===== config.mk =====
export PLATFORM = sky130hd
export DESIGN_NAME = vga_pixel_sink_flat
export DESIGN_NICKNAME = d
export VERILOG_FILES = /design/src/rtl/vga_pixel_sink_if.sv /design/src/rtl/vga_pixel_sink.sv /design/src/flat_wrapper.sv
export SDC_FILE = /design/constraint.sdc
export NUM_CORES = 1
export LEC_CHECK = 0
export BUFFER_PORTS_ARGS = -buffer_cell sky130_fd_sc_hd__clkbuf_2
export CAP_MARGIN = 30
export CORE_MARGIN = 3
export CORE_UTILIZATION = 55
export CTS_BUF_LIST = sky130_fd_sc_hd__clkbuf_4
export DETAILED_ROUTE_END_ITERATION = 8
export GPL_TIMING_DRIVEN = 0
export PLACE_DENSITY = 0.79
export SETUP_SLACK_MARGIN = 0.5
export SYNTH_ARGS = -nofsm -noshare
export SYNTH_HDL_FRONTEND = slang
export SYNTH_SLANG_ARGS = --single-unit
export TNS_END_PERCENT = 50

===== constraint.sdc =====
create_clock -name clk -period 3.35 [get_ports clk]
set_input_delay 0.1675 -clock clk [delete_from_list [all_inputs] [get_ports clk]]
set_output_delay 0.1675 -clock clk [all_outputs]
set_load 0.005 [all_outputs]

===== src/rtl/vga_pixel_sink_if.sv =====
// Pixel-sink bus: coordinates out to drawing units,
// composited colour in, DAC/sync out to the display.
interface vga_pixel_sink_if;
  logic [7:0]  RGBIn;
  logic [10:0] pixelX;
  logic [10:0] pixelY;
  logic        startOfFrame;
  logic [3:0]  oVGA_R;
  logic [3:0]  oVGA_G;
  logic [3:0]  oVGA_B;
  logic        oVGA_HS;
  logic        oVGA_VS;
  logic        oVGA_BLANK_N;

  modport master (
    input  RGBIn,
    output pixelX, pixelY, startOfFrame,
    output oVGA_R, oVGA_G, oVGA_B,
    output oVGA_HS, oVGA_VS, oVGA_BLANK_N
  );

  modport slave (
    output RGBIn,
    input  pixelX, pixelY, startOfFrame,
    input  oVGA_R, oVGA_G, oVGA_B,
    input  oVGA_HS, oVGA_VS, oVGA_BLANK_N
  );
endinterface


===== src/rtl/vga_pixel_sink.sv =====
// VGA raster generator and display-side pixel sink:
// counts, sync/blank alignment, RRRGGGBB to 4:4:4 expansion.
module vga_pixel_sink #(
  parameter int H_ACTIVE   = 640,
  parameter int H_FP       = 16,
  parameter int H_SYNC     = 96,
  parameter int H_BP       = 48,
  parameter int V_ACTIVE   = 480,
  parameter int V_FP       = 10,
  parameter int V_SYNC     = 2,
  parameter int V_BP       = 33,
  parameter int PIPE_DELAY = 2
) (
  input  logic              clk,
  input  logic              resetN,
  vga_pixel_sink_if.master  bus
);

  localparam int H_TOTAL = H_ACTIVE + H_FP + H_SYNC + H_BP;
  localparam int V_TOTAL = V_ACTIVE + V_FP + V_SYNC + V_BP;

  logic [10:0] r_hcnt;
  logic [10:0] r_vcnt;
  logic        r_run;
  logic        r_sof;

  logic [10:0] w_hnext;
  logic [10:0] w_vnext;
  logic        w_hwrap;
  logic        w_vwrap;
  logic        w_active;
  logic        w_hs_n;
  logic        w_vs_n;

  logic [PIPE_DELAY-1:0] r_act_d;
  logic [PIPE_DELAY-1:0] r_hs_d;
  logic [PIPE_DELAY-1:0] r_vs_d;

  logic [3:0] r_r;
  logic [3:0] r_g;
  logic [3:0] r_b;
  logic       r_hs;
  logic       r_vs;
  logic       r_blank_n;

  assign w_hwrap = (r_hcnt == 11'(H_TOTAL - 1));
  assign w_vwrap = (r_vcnt == 11'(V_TOTAL - 1));

  // First edge after reset holds (0,0) so startOfFrame can pulse there.
  always_comb begin
    w_hnext = r_hcnt;
    w_vnext = r_vcnt;
    if (r_run) begin
      w_hnext = w_hwrap ? 11'd0 : r_hcnt + 11'd1;
      if (w_hwrap)
        w_vnext = w_vwrap ? 11'd0 : r_vcnt + 11'd1;
    end
  end

  assign w_active = (r_hcnt < 11'(H_ACTIVE))
                 && (r_vcnt < 11'(V_ACTIVE));
  assign w_hs_n = !((r_hcnt >= 11'(H_ACTIVE + H_FP))
               && (r_hcnt < 11'(H_ACTIVE + H_FP + H_SYNC)));
  assign w_vs_n = !((r_vcnt >= 11'(V_ACTIVE + V_FP))
               && (r_vcnt < 11'(V_ACTIVE + V_FP + V_SYNC)));

  always_ff @(posedge clk or negedge resetN) begin
    if (!resetN) begin
      r_hcnt <= '0;
      r_vcnt <= '0;
      r_run  <= 1'b0;
      r_sof  <= 1'b0;
    end else begin
      r_hcnt <= w_hnext;
      r_vcnt <= w_vnext;
      r_run  <= 1'b1;
      r_sof  <= (w_hnext == 11'd0) && (w_vnext == 11'd0);
    end
  end

  // Decode is ignored during the hold edge so (0,0) is emitted once.
  always_ff @(posedge clk or negedge resetN) begin
    if (!resetN) begin
      r_act_d <= '0;
      r_hs_d  <= '1;
      r_vs_d  <= '1;
    end else begin
      r_act_d[0] <= r_run & w_active;
      r_hs_d[0]  <= ~r_run | w_hs_n;
      r_vs_d[0]  <= ~r_run | w_vs_n;
      for (int i = 1; i < PIPE_DELAY; i++) begin
        r_act_d[i] <= r_act_d[i-1];
        r_hs_d[i]  <= r_hs_d[i-1];
        r_vs_d[i]  <= r_vs_d[i-1];
      end
    end
  end

  always_ff @(posedge clk or negedge resetN) begin
    if (!resetN) begin
      r_r       <= '0;
      r_g       <= '0;
      r_b       <= '0;
      r_hs      <= 1'b1;
      r_vs      <= 1'b1;
      r_blank_n <= 1'b0;
    end else begin
      r_hs      <= r_hs_d[PIPE_DELAY-1];
      r_vs      <= r_vs_d[PIPE_DELAY-1];
      r_blank_n <= r_act_d[PIPE_DELAY-1];
      if (r_act_d[PIPE_DELAY-1]) begin
        r_r <= {bus.RGBIn[7:5], bus.RGBIn[7]};
        r_g <= {bus.RGBIn[4:2], bus.RGBIn[4]};
        r_b <= {bus.RGBIn[1:0], bus.RGBIn[1:0]};
      end else begin
        r_r <= '0;
        r_g <= '0;
        r_b <= '0;
      end
    end
  end

  assign bus.pixelX       = r_hcnt;
  assign bus.pixelY       = r_vcnt;
  assign bus.startOfFrame = r_sof;
  assign bus.oVGA_R       = r_r;
  assign bus.oVGA_G       = r_g;
  assign bus.oVGA_B       = r_b;
  assign bus.oVGA_HS      = r_hs;
  assign bus.oVGA_VS      = r_vs;
  assign bus.oVGA_BLANK_N = r_blank_n;

endmodule

===== src/flat_wrapper.sv =====
// flat-port wrapper written by rule: the top's interface ports become plain ports
module vga_pixel_sink_flat 
#(
  parameter int H_ACTIVE   = 640,
  parameter int H_FP       = 16,
  parameter int H_SYNC     = 96,
  parameter int H_BP       = 48,
  parameter int V_ACTIVE   = 480,
  parameter int V_FP       = 10,
  parameter int V_SYNC     = 2,
  parameter int V_BP       = 33,
  parameter int PIPE_DELAY = 2
)
  (clk, resetN, bus_RGBIn, bus_pixelX, bus_pixelY, bus_startOfFrame, bus_oVGA_R, bus_oVGA_G, bus_oVGA_B, bus_oVGA_HS, bus_oVGA_VS, bus_oVGA_BLANK_N);
  vga_pixel_sink_if bus_i ();
  input  logic clk;
  input  logic resetN;
  input wire logic [$bits(bus_i.RGBIn)-1:0] bus_RGBIn;
  output wire logic [$bits(bus_i.pixelX)-1:0] bus_pixelX;
  output wire logic [$bits(bus_i.pixelY)-1:0] bus_pixelY;
  output wire logic [$bits(bus_i.startOfFrame)-1:0] bus_startOfFrame;
  output wire logic [$bits(bus_i.oVGA_R)-1:0] bus_oVGA_R;
  output wire logic [$bits(bus_i.oVGA_G)-1:0] bus_oVGA_G;
  output wire logic [$bits(bus_i.oVGA_B)-1:0] bus_oVGA_B;
  output wire logic [$bits(bus_i.oVGA_HS)-1:0] bus_oVGA_HS;
  output wire logic [$bits(bus_i.oVGA_VS)-1:0] bus_oVGA_VS;
  output wire logic [$bits(bus_i.oVGA_BLANK_N)-1:0] bus_oVGA_BLANK_N;
  assign bus_i.RGBIn = bus_RGBIn;
  assign bus_pixelX = bus_i.pixelX;
  assign bus_pixelY = bus_i.pixelY;
  assign bus_startOfFrame = bus_i.startOfFrame;
  assign bus_oVGA_R = bus_i.oVGA_R;
  assign bus_oVGA_G = bus_i.oVGA_G;
  assign bus_oVGA_B = bus_i.oVGA_B;
  assign bus_oVGA_HS = bus_i.oVGA_HS;
  assign bus_oVGA_VS = bus_i.oVGA_VS;
  assign bus_oVGA_BLANK_N = bus_i.oVGA_BLANK_N;
  vga_pixel_sink #(.H_ACTIVE(H_ACTIVE), .H_FP(H_FP), .H_SYNC(H_SYNC), .H_BP(H_BP), .V_ACTIVE(V_ACTIVE), .V_FP(V_FP), .V_SYNC(V_SYNC), .V_BP(V_BP), .PIPE_DELAY(PIPE_DELAY)) u_core (.clk(clk), .resetN(resetN), .bus(bus_i));
endmodule

======== Yosys cells after proc, flatten, opt, wreduce, memory -nomap -nowiden ========
Index checks and enable logic that the tools add are counted.
word-level totals
  input bits .............................. 10
  word-level logic and storage cells ...... 43
  output and inout port bits .............. 38
  bits in registers ....................... 45
cells by class
  eq/ne operators ......................... 2
  reduce and logical (&&, ||, !) cells .... 8
  order comparisons ....................... 6
  add/sub/neg operators ................... 2
  bitwise operators ....................... 4
  mux-type cells .......................... 8
operator list
  operator                                                                               count
  11-bit 2-to-1 mux                                                                      5
  11-bit by 1-bit adder with 11-bit output, second input constant                        2
  11-bit by 10-bit == test with 1-bit output, second input constant                      2
  11-bit logical NOT                                                                     2
  11-bit by 10-bit less-than comparator with 1-bit output, second input constant         2
  11-bit by 9-bit less-than comparator with 1-bit output, second input constant          2
  4-bit 2-to-1 mux                                                                       3
  11-bit by 10-bit greater-or-equal comparator with 1-bit output, second input constant  1
  11-bit by 9-bit greater-or-equal comparator with 1-bit output, second input constant   1
  1-bit logical AND                                                                      4
  1-bit logical NOT                                                                      2
  1-bit bitwise OR                                                                       2
  1-bit AND                                                                              1
  1-bit inverter                                                                         1

======== Longest topological paths before layout ========
Gate-level depths: netlist (run 1).
  word-level depth ........................ 6
  depth in mapped cells ................... 8
  gate-level depth less buffers ........... 8

======== Worst setup path before layout (run 1) ========
OpenSTA, ideal clock, no wires.
  path type ............................... register to register
  start ................................... register u_core.r_hcnt[6], in the netlist u_core.bus.pixelX[6]
  end ..................................... register u_core.r_sof, in the netlist u_core.bus.startOfFrame
  setup time .............................. 0.068 ns
  arrival ................................. 2.523 ns
  stages on the path, launching flop included .. 9
  required time ........................... 3.282 ns
  path slack .............................. 0.759 ns
  clock period less this slack ............ 2.591 ns
  path buffers ............................ 2
  cell sequence ........................... dfrtp_1 -> buf_6 -> or2_4 -> or4_4 -> buf_6 -> or4_4 -> xnor2_2 -> nor4b_1 -> and4b_1
between the ends
  cells in the longest elaborated chain, start to end .. 5
  elaborated cells on any way between the ends .. 9
  classes of those cells .................. add/sub: 1; eq/ne: 1; mux: 4; reduce/logical: 3
ends and longest elaborated chain
  element                                     RTL line              RTL
  start: declaration                          vga_pixel_sink.sv:22  logic [10:0] r_hcnt;
  start signal: assignment                    vga_pixel_sink.sv:74  r_hcnt <= w_hnext;
  11-bit by 10-bit == test with 1-bit output  vga_pixel_sink.sv:46  assign w_hwrap = (r_hcnt == 11'(H_TOTAL - 1));
  11-bit 2-to-1 mux                           vga_pixel_sink.sv:55  if (w_hwrap)
  11-bit 2-to-1 mux                           vga_pixel_sink.sv:53  if (r_run) begin
  net u_core.w_vnext[7]                       vga_pixel_sink.sv:28  logic [10:0] w_vnext;
  11-bit logical NOT                          vga_pixel_sink.sv:77  r_sof <= (w_hnext == 11'd0) && (w_vnext == 11'd0);
  1-bit logical AND                           vga_pixel_sink.sv:77
  end signal: assignment                      vga_pixel_sink.sv:77
  end: declaration                            vga_pixel_sink.sv:25  logic r_sof;
The timed path passes the listed nets, and every way through them passes these cells.

======== Final worst setup path (run 1) ========
  start ................................... register u_core.r_hcnt[10], in the netlist u_core.bus.pixelX[10]
  end ..................................... register u_core.r_sof, in the netlist u_core.bus.startOfFrame
Same word-level chain as after synthesis.

==> results.ini, run 1 <==
[yosys]
synth_top_area_frac = 0.435
synth_area_leaders = dfrtp_1 43%, dfstp_2 7.8%, nand3_1 3.0%, o21ai_0 3.0%, nand4_1 2.8%
synth_area_um2 = 2010
yosysSeqAreaShare = 0.513
synth_cells = 196
synth_seq_cells = 41
synth_nets = 209
yosysTopAreaCell = dfrtp_1
synthTopCellsByCount = 35 x dfrtp_1, 14 x nand2_1, 14 x nor2_1
yosys_most_used_dff = dfrtp_1
avgSynthCellArea_um2 = 10.3
synth_cell_type_count = 47
yosys_warnings = 0
synth-edff-count = 0
synth_most_common_cell = dfrtp_1
async_flop_share = 1.00

[routing]
wire_per_inst_um = 16.4
dr.pass1.iters = 4
final_antenna_net_count = 0
via_per_inst = 5.85
num_vias = 1807
drt_iter0_drc = 217
wl_mm = 5.07
drc = 0

[worst_setup_path]
crit_family = simple AND/OR/NAND/NOR gates
cp_max_fo = 7
cpMaxStageDelayCell = or4_4
critPathLaunchType = flip-flop
path_class = flip-flop to flip-flop
path_common_cell = or4_4
r2r-start = u_core.bus.pixelX[10]
cp.buffers_inverters = 1
slowest_delay_ns = 0.56
cp.arrival_ns = 3.08
ff2ff_path_depth = 7
reg2reg_slack_ns = 0.57
crit_required_ns = 3.65
crit_path_end_kind = flip-flop
crit_path_cell_trace = nand4bb_1, or4_4, buf_6, or4_4, xnor2_4, nor4b_4, and4b_1
r2r_end = u_core.bus.startOfFrame

[clocking]
root_buffer = clkbuf_4
max-clock-path-buffers = 2
tritoncts = built
clk_latency_ns = 0.36
numCtsBuffers = 5
path_clk_slew_ns = 0.12
htreeDepth = 2
clock-sinks = 41

[timing]
worstMarginPinSlew_ns = 0.596
worst_slack_ns = 0.573
skew_ns = 0.00983
grt_setup_unrepaired = false
fmax_mhz = 360
timing.hold.ws_ns = 0.0181
slew_viol_final = 0
final-setup-viol-count = 0
hold_violations = 0
finalCriticalPeriod_ns = 2.78
post-route-period-util = 0.829
max_slew_margin = 0.597
setup_tns_ns = 0

[power]
combPwrFrac = 0.256
p_clk_frac = 0.267
p_sw_uw = 380
p_leak_nw = 1.22
vdd_drop_max_mv = 0.339
p_seq_frac = 0.477
power_density_nw_per_um2 = 475
intPower_uw = 847
switching_share = 0.310

[worst_hold_path]
hp-class = primary input to flip-flop
hp-start = bus_RGBIn[1]
hold_depth = 2
hold_path_end = u_core.bus.oVGA_B[1]

[place]
finalWeightedCongestion = 0.898
numPortBuffers = 47
dp_slack_ns = 0.469
dpl.hpwl_mm = 3.42

[grt]
antenna_found_initial = 0
grt_max_degree = 42
grt_first_pass_wirelength_mm = 7.77
globalRoute.totalOverflow = 0
track_usage = 0.237
grt_pass1_vias = 1675

[floorplan]
coreArea_um2 = 3440
ios = 48
dieWidth_um = 66.5
dieArea_um2 = 4420
die_h_um = 66.5
num_rows = 21
start_util = 0.585

[final_layout]
drive_above_1_share = 0.361
nets = 275
nFillCells = 240
syn_to_final_growth_pct = 28.3
seq_area_um2 = 1040
diodes = 0
multiInputGateArea_um2 = 960

[job]
drv_cap = 0

[status]
status = finished clean

==> repair_timing <==
item,CTS,global route
endpoints found under the setup margin,1,1
endpoints found under the hold margin,35,1
pin swaps,0,6
gates resized for setup,2,16
buffers inserted,0,9
hold buffers,1,1
==> per-stage QoR <==
stage	utilization	area [um2]	power, mW	cells
finish	0.751	2580	1.23	309
global route	0.751	2580	1.29	309
CTS	0.701	2410	1.20	298
detailed placement	0.670	2310	0.864	289
global placement	0.670	2310	0.859	289
floorplan	-	2010	0.761	196
==> cell usage in the layout (no fill, tap or decap), drive strengths merged, types with 3 or more instances in the layout <==
cell and instances:
o31ai 3, ha 3, nor4b 3, nand4 9
inv 8, nor3 4, xnor2 7, and2 8
buf 16, dfstp 6, nor2 14, clkbuf 57
xor2 4, nand2 14, o21ai 12, dfrtp 35
or4 4, nor4 4, nand3 12
==> sequential cells by signal, indices dropped and copies added (netlist names) <==
signal and count:
u_core.bus.pixelX 11, u_core.bus.pixelY 11, u_core.bus.oVGA_G 3, u_core.bus.oVGA_R 3, u_core.bus.oVGA_B 2, u_core.r_act_d 2
u_core.r_hs_d 2, u_core.r_vs_d 2, u_core.bus.oVGA_BLANK_N 1, u_core.bus.oVGA_HS 1, u_core.bus.oVGA_VS 1, u_core.bus.startOfFrame 1
u_core.r_run 1
==> how the worst max path moves through the flow <==
| stage | slack [ns] | endpoint | start | depth (start not counted) |
|---|---|---|---|---|
| final | 0.57 | u_core.bus.startOfFrame | u_core.bus.pixelX[10] | 7 |
| after global routing | 0.52 | u_core.bus.startOfFrame | u_core.bus.pixelX[10] | 7 |
| after CTS | 0.53 | u_core.bus.startOfFrame | u_core.bus.pixelX[0] | 8 |
| after detailed placement | 0.47 | u_core.bus.startOfFrame | u_core.bus.pixelX[6] | 8 |
| after global placement | 0.49 | u_core.bus.startOfFrame | u_core.bus.pixelX[6] | 8 |
| after floorplan | 0.76 | u_core.bus.startOfFrame | u_core.bus.pixelX[6] | 8 |
==> worst reg2reg max path: stages, from the launching register on <==
cell	delay, ns
dfrtp_1	0.47
nand4bb_1	0.30
or4_4	0.56
buf_6	0.13
or4_4	0.54
xnor2_4	0.18
nor4b_4	0.33
and4b_1	0.23
==> cell type report <==
type / count / share of cell area
flip-flops and latches: 41 / 0.402
multi-input cells: 136 / 0.371
well taps: 46 / 0.0223
inverters: 8 / 0.0116
clock buffers: 5 / 0.0145
repair buffers: 59 / 0.133
plain buffers: 11 / 0.0276
clock inverters: 3 / 0.0179
==> cell families (layout without fill, tap and decap cells) <==
kind of cell / Yosys count / count (layout) / share of synthesized area
flip-flops: 41 / 41 / 0.513
multiplexers: 1 / 1 / 0.00497
AO/OA/AOI/OAI: 33 / 33 / 0.112
AND/OR/NAND/NOR: 87 / 87 / 0.248
adder cells (fa/ha/maj): 3 / 3 / 0.0186
buffers and inverters: 19 / 86 / 0.0503
other: 1 / 1 / 0.00186
XOR/XNOR: 11 / 11 / 0.0516
==> power by group through the flow <==
stage / sequential, mW / combinational (mW) / clock (mW)
6_report: 0.585 / 0.314 / 0.328
5_1_grt: 0.596 / 0.348 / 0.351
3_5_place_dp: 0.590 / 0.274 / 0
2_1_floorplan: 0.585 / 0.176 / 0
4_1_cts: 0.582 / 0.284 / 0.332
3_3_place_gp: 0.589 / 0.270 / 0
==> metal layers <==
layer,global-route usage,vias up,wire length [um]
met5,0,-,0
met4,0.0990,0,129
met3,0.0708,14,399
met2,0.384,73,2500
met1,0.293,875,2040
li1,-,845,-
Note: power is estimated with default switching activity, not from simulation.
==> inputs of run 2 (changes only) <==
Settings changed: ABC_AREA set to 1, PLACE_DENSITY 0.79 to 0.78.
Clock period 3.35 ns to 2.75 ns, I/O delays scaled along.
==> results.ini, run 2 <==
[place]
dpl.hpwl_mm = 3.22
finalWeightedCongestion = 0.900
numPortBuffers = 47

[final_layout]
multiInputGateArea_um2 = 840
layout_common_cells = 75 x nand2_1, 51 x inv_1, 47 x clkbuf_2
nets = 353
drive_above_1_share = 0.238
diodes = 0
final_common_cell = nand2_1
final_util = 0.741
syn_to_final_growth_pct = 23.1
seq_area_um2 = 1030
nFillCells = 287

[worst_setup_path]
cp_max_fo = 5
crit_required_ns = 3.04
cp.arrival_ns = 2.19
r2r-start = u_core.bus.pixelX[0]
ff2ff_path_depth = 10
r2r_end = u_core.bus.startOfFrame
crit_path_end_kind = flip-flop
path_class = flip-flop to flip-flop
reg2reg_slack_ns = 0.85
critPathLaunchType = flip-flop

[clocking]
cts_resized = 0
clk_latency_ns = 0.35
root_buffer = clkbuf_4
postCtsSetupBuffers = 0
numCtsBuffers = 5
path_clk_slew_ns = 0.12
tritoncts = built
max-clock-path-buffers = 2
clock-sinks = 41
htreeDepth = 2

[routing]
wl_mm = 4.66
wire_per_inst_um = 12.0
dr.pass1.iters = 4
drc = 0
drt_iter0_drc = 118
num_vias = 1881
final_antenna_net_count = 0
via_per_inst = 4.86

[floorplan]
die_h_um = 68.1
dieArea_um2 = 4630
start_util = 0.602
ios = 48
dieWidth_um = 68.1
coreArea_um2 = 3520
num_rows = 21

[yosys]
synth-edff-count = 0
synth_top_area_frac = 0.413
async_flop_share = 1.00
synthTopCellsByCount = 75 x nand2_1, 51 x inv_1, 35 x dfrtp_1, 35 x nor2_1, 23 x nand3_1
synth_area_leaders = dfrtp_1 41%, nand2_1 13%, inv_1 9.0%, dfstp_2 7.4%, nor2_1 6.2%
yosysSeqAreaShare = 0.488
synth_area_um2 = 2120
synth_cells = 276
synth_most_common_cell = nand2_1
synth_seq_cells = 41
synth_cell_type_count = 27
synth_nets = 289
yosys_warnings = 0
yosys_most_used_dff = dfrtp_1
avgSynthCellArea_um2 = 7.67
yosysTopAreaCell = dfrtp_1

[power]
p_sw_uw = 419
p_seq_frac = 0.514
power_density_nw_per_um2 = 527
intPower_uw = 956
combPwrFrac = 0.205
total_power_mw = 1.37
p_clk_frac = 0.281
vdd_drop_max_mv = 0.389
p_leak_nw = 1.55
switching_share = 0.305

[timing]
finalCriticalPeriod_ns = 1.90
fmax_mhz = 526
slew_viol_final = 0
timing.hold.ws_ns = 0.293
grt_setup_unrepaired = false
skew_ns = 0.00778
final-setup-viol-count = 0
max_slew_margin = 0.626
setup_tns_ns = 0
worstMarginPinSlew_ns = 0.562
hold_violations = 0
post-route-period-util = 0.691

[status]
status = finished clean

[grt]
antenna_found_initial = 0
grt_max_degree = 42
grt_pass1_vias = 1774
grt_first_pass_wirelength_mm = 7.83
grt.met1_usage = 0.307
use_met2 = 0.367
grt-busiest-layer = met2
use_met3 = 0.0575
globalRoute.totalOverflow = 0
track_usage = 0.229

[worst_hold_path]
hp-class = primary input to async pin

[job]
drv_cap = 0

## run 2: layout make-up
class	count	area share
buffer	6	0.0158
clock inverter	3	0.0158
tap	46	0.0221
timing repair buffer	57	0.135
inverter	54	0.0782
clock buffer	5	0.0144
sequential	41	0.396
multi-input combinational	175	0.322
## run 2: power groups by stage
| stage | sequential, mW | combinational [mW] | clock, mW |
|---|---|---|---|
| floorplan | 0.714 | 0.163 | 0 |
| global placement | 0.714 | 0.262 | 0 |
| detailed placement | 0.716 | 0.266 | 0 |
| CTS | 0.705 | 0.278 | 0.394 |
| global route | 0.716 | 0.323 | 0.418 |
| finish | 0.707 | 0.281 | 0.386 |
## run 2: timing repair
| action | 4_1_cts | 5_1_grt |
|---|---|---|
| endpoints found under the hold margin | 43 | 0 |
| hold buffers | 9 | 0 |
| setup endpoints to repair | 0 | 0 |
## run 2: worst max-delay path by stage
stage	to	startpoint	cells after the start	slack [ns]
after floorplan	u_core.bus.startOfFrame	u_core.bus.pixelX[0]	11	1.19
after global placement	u_core.bus.startOfFrame	u_core.bus.pixelX[0]	10	0.91
after detailed placement	u_core.bus.startOfFrame	u_core.bus.pixelX[0]	10	0.89
after CTS	u_core.bus.startOfFrame	u_core.bus.pixelX[0]	10	0.86
after global routing	u_core.bus.startOfFrame	u_core.bus.pixelY[1]	12	0.60
final	u_core.bus.startOfFrame	u_core.bus.pixelX[0]	10	0.85
## run 2: stage by stage
stage / area (um2) / std cells / setup WS (ns)
2_1_floorplan: 2120 / 276 / 1.19
3_3_place_gp: 2410 / 369 / 0.906
3_5_place_dp: 2410 / 369 / 0.894
4_1_cts: 2580 / 386 / 0.865
5_1_grt: 2610 / 387 / 0.596
6_report: 2610 / 387 / 0.849
## run 2: routing by layer
metal	wire, um	part of all wire	up-vias
met5	0	0	-
met4	46	0.0099	0
met3	284	0.061	5
met2	2160	0.46	59
met1	2170	0.47	858
li1	-	-	959
## run 2: worst max-delay path, cell delays in order (launching register included)
cell and delay, ns:
dfrtp_1 0.43, ha_1 0.18, nand3_1 0.19, nor2_1 0.21
nand2_1 0.12, nor2_2 0.11, xor2_1 0.19, nand2_1 0.11
nor2_1 0.13, nand3_1 0.09, nor2_1 0.09
## run 2: cells by family (layout without fill, tap and decap cells)
group | after synthesis | after routing | share of synthesized area
simple gates | 152 | 152 | 0.320
buf+inv | 60 | 125 | 0.116
flops | 41 | 41 | 0.488
compound gates | 15 | 15 | 0.0402
xor+xnor | 4 | 4 | 0.0165
fa+ha+maj | 3 | 3 | 0.0177
other cells | 1 | 1 | 0.00177
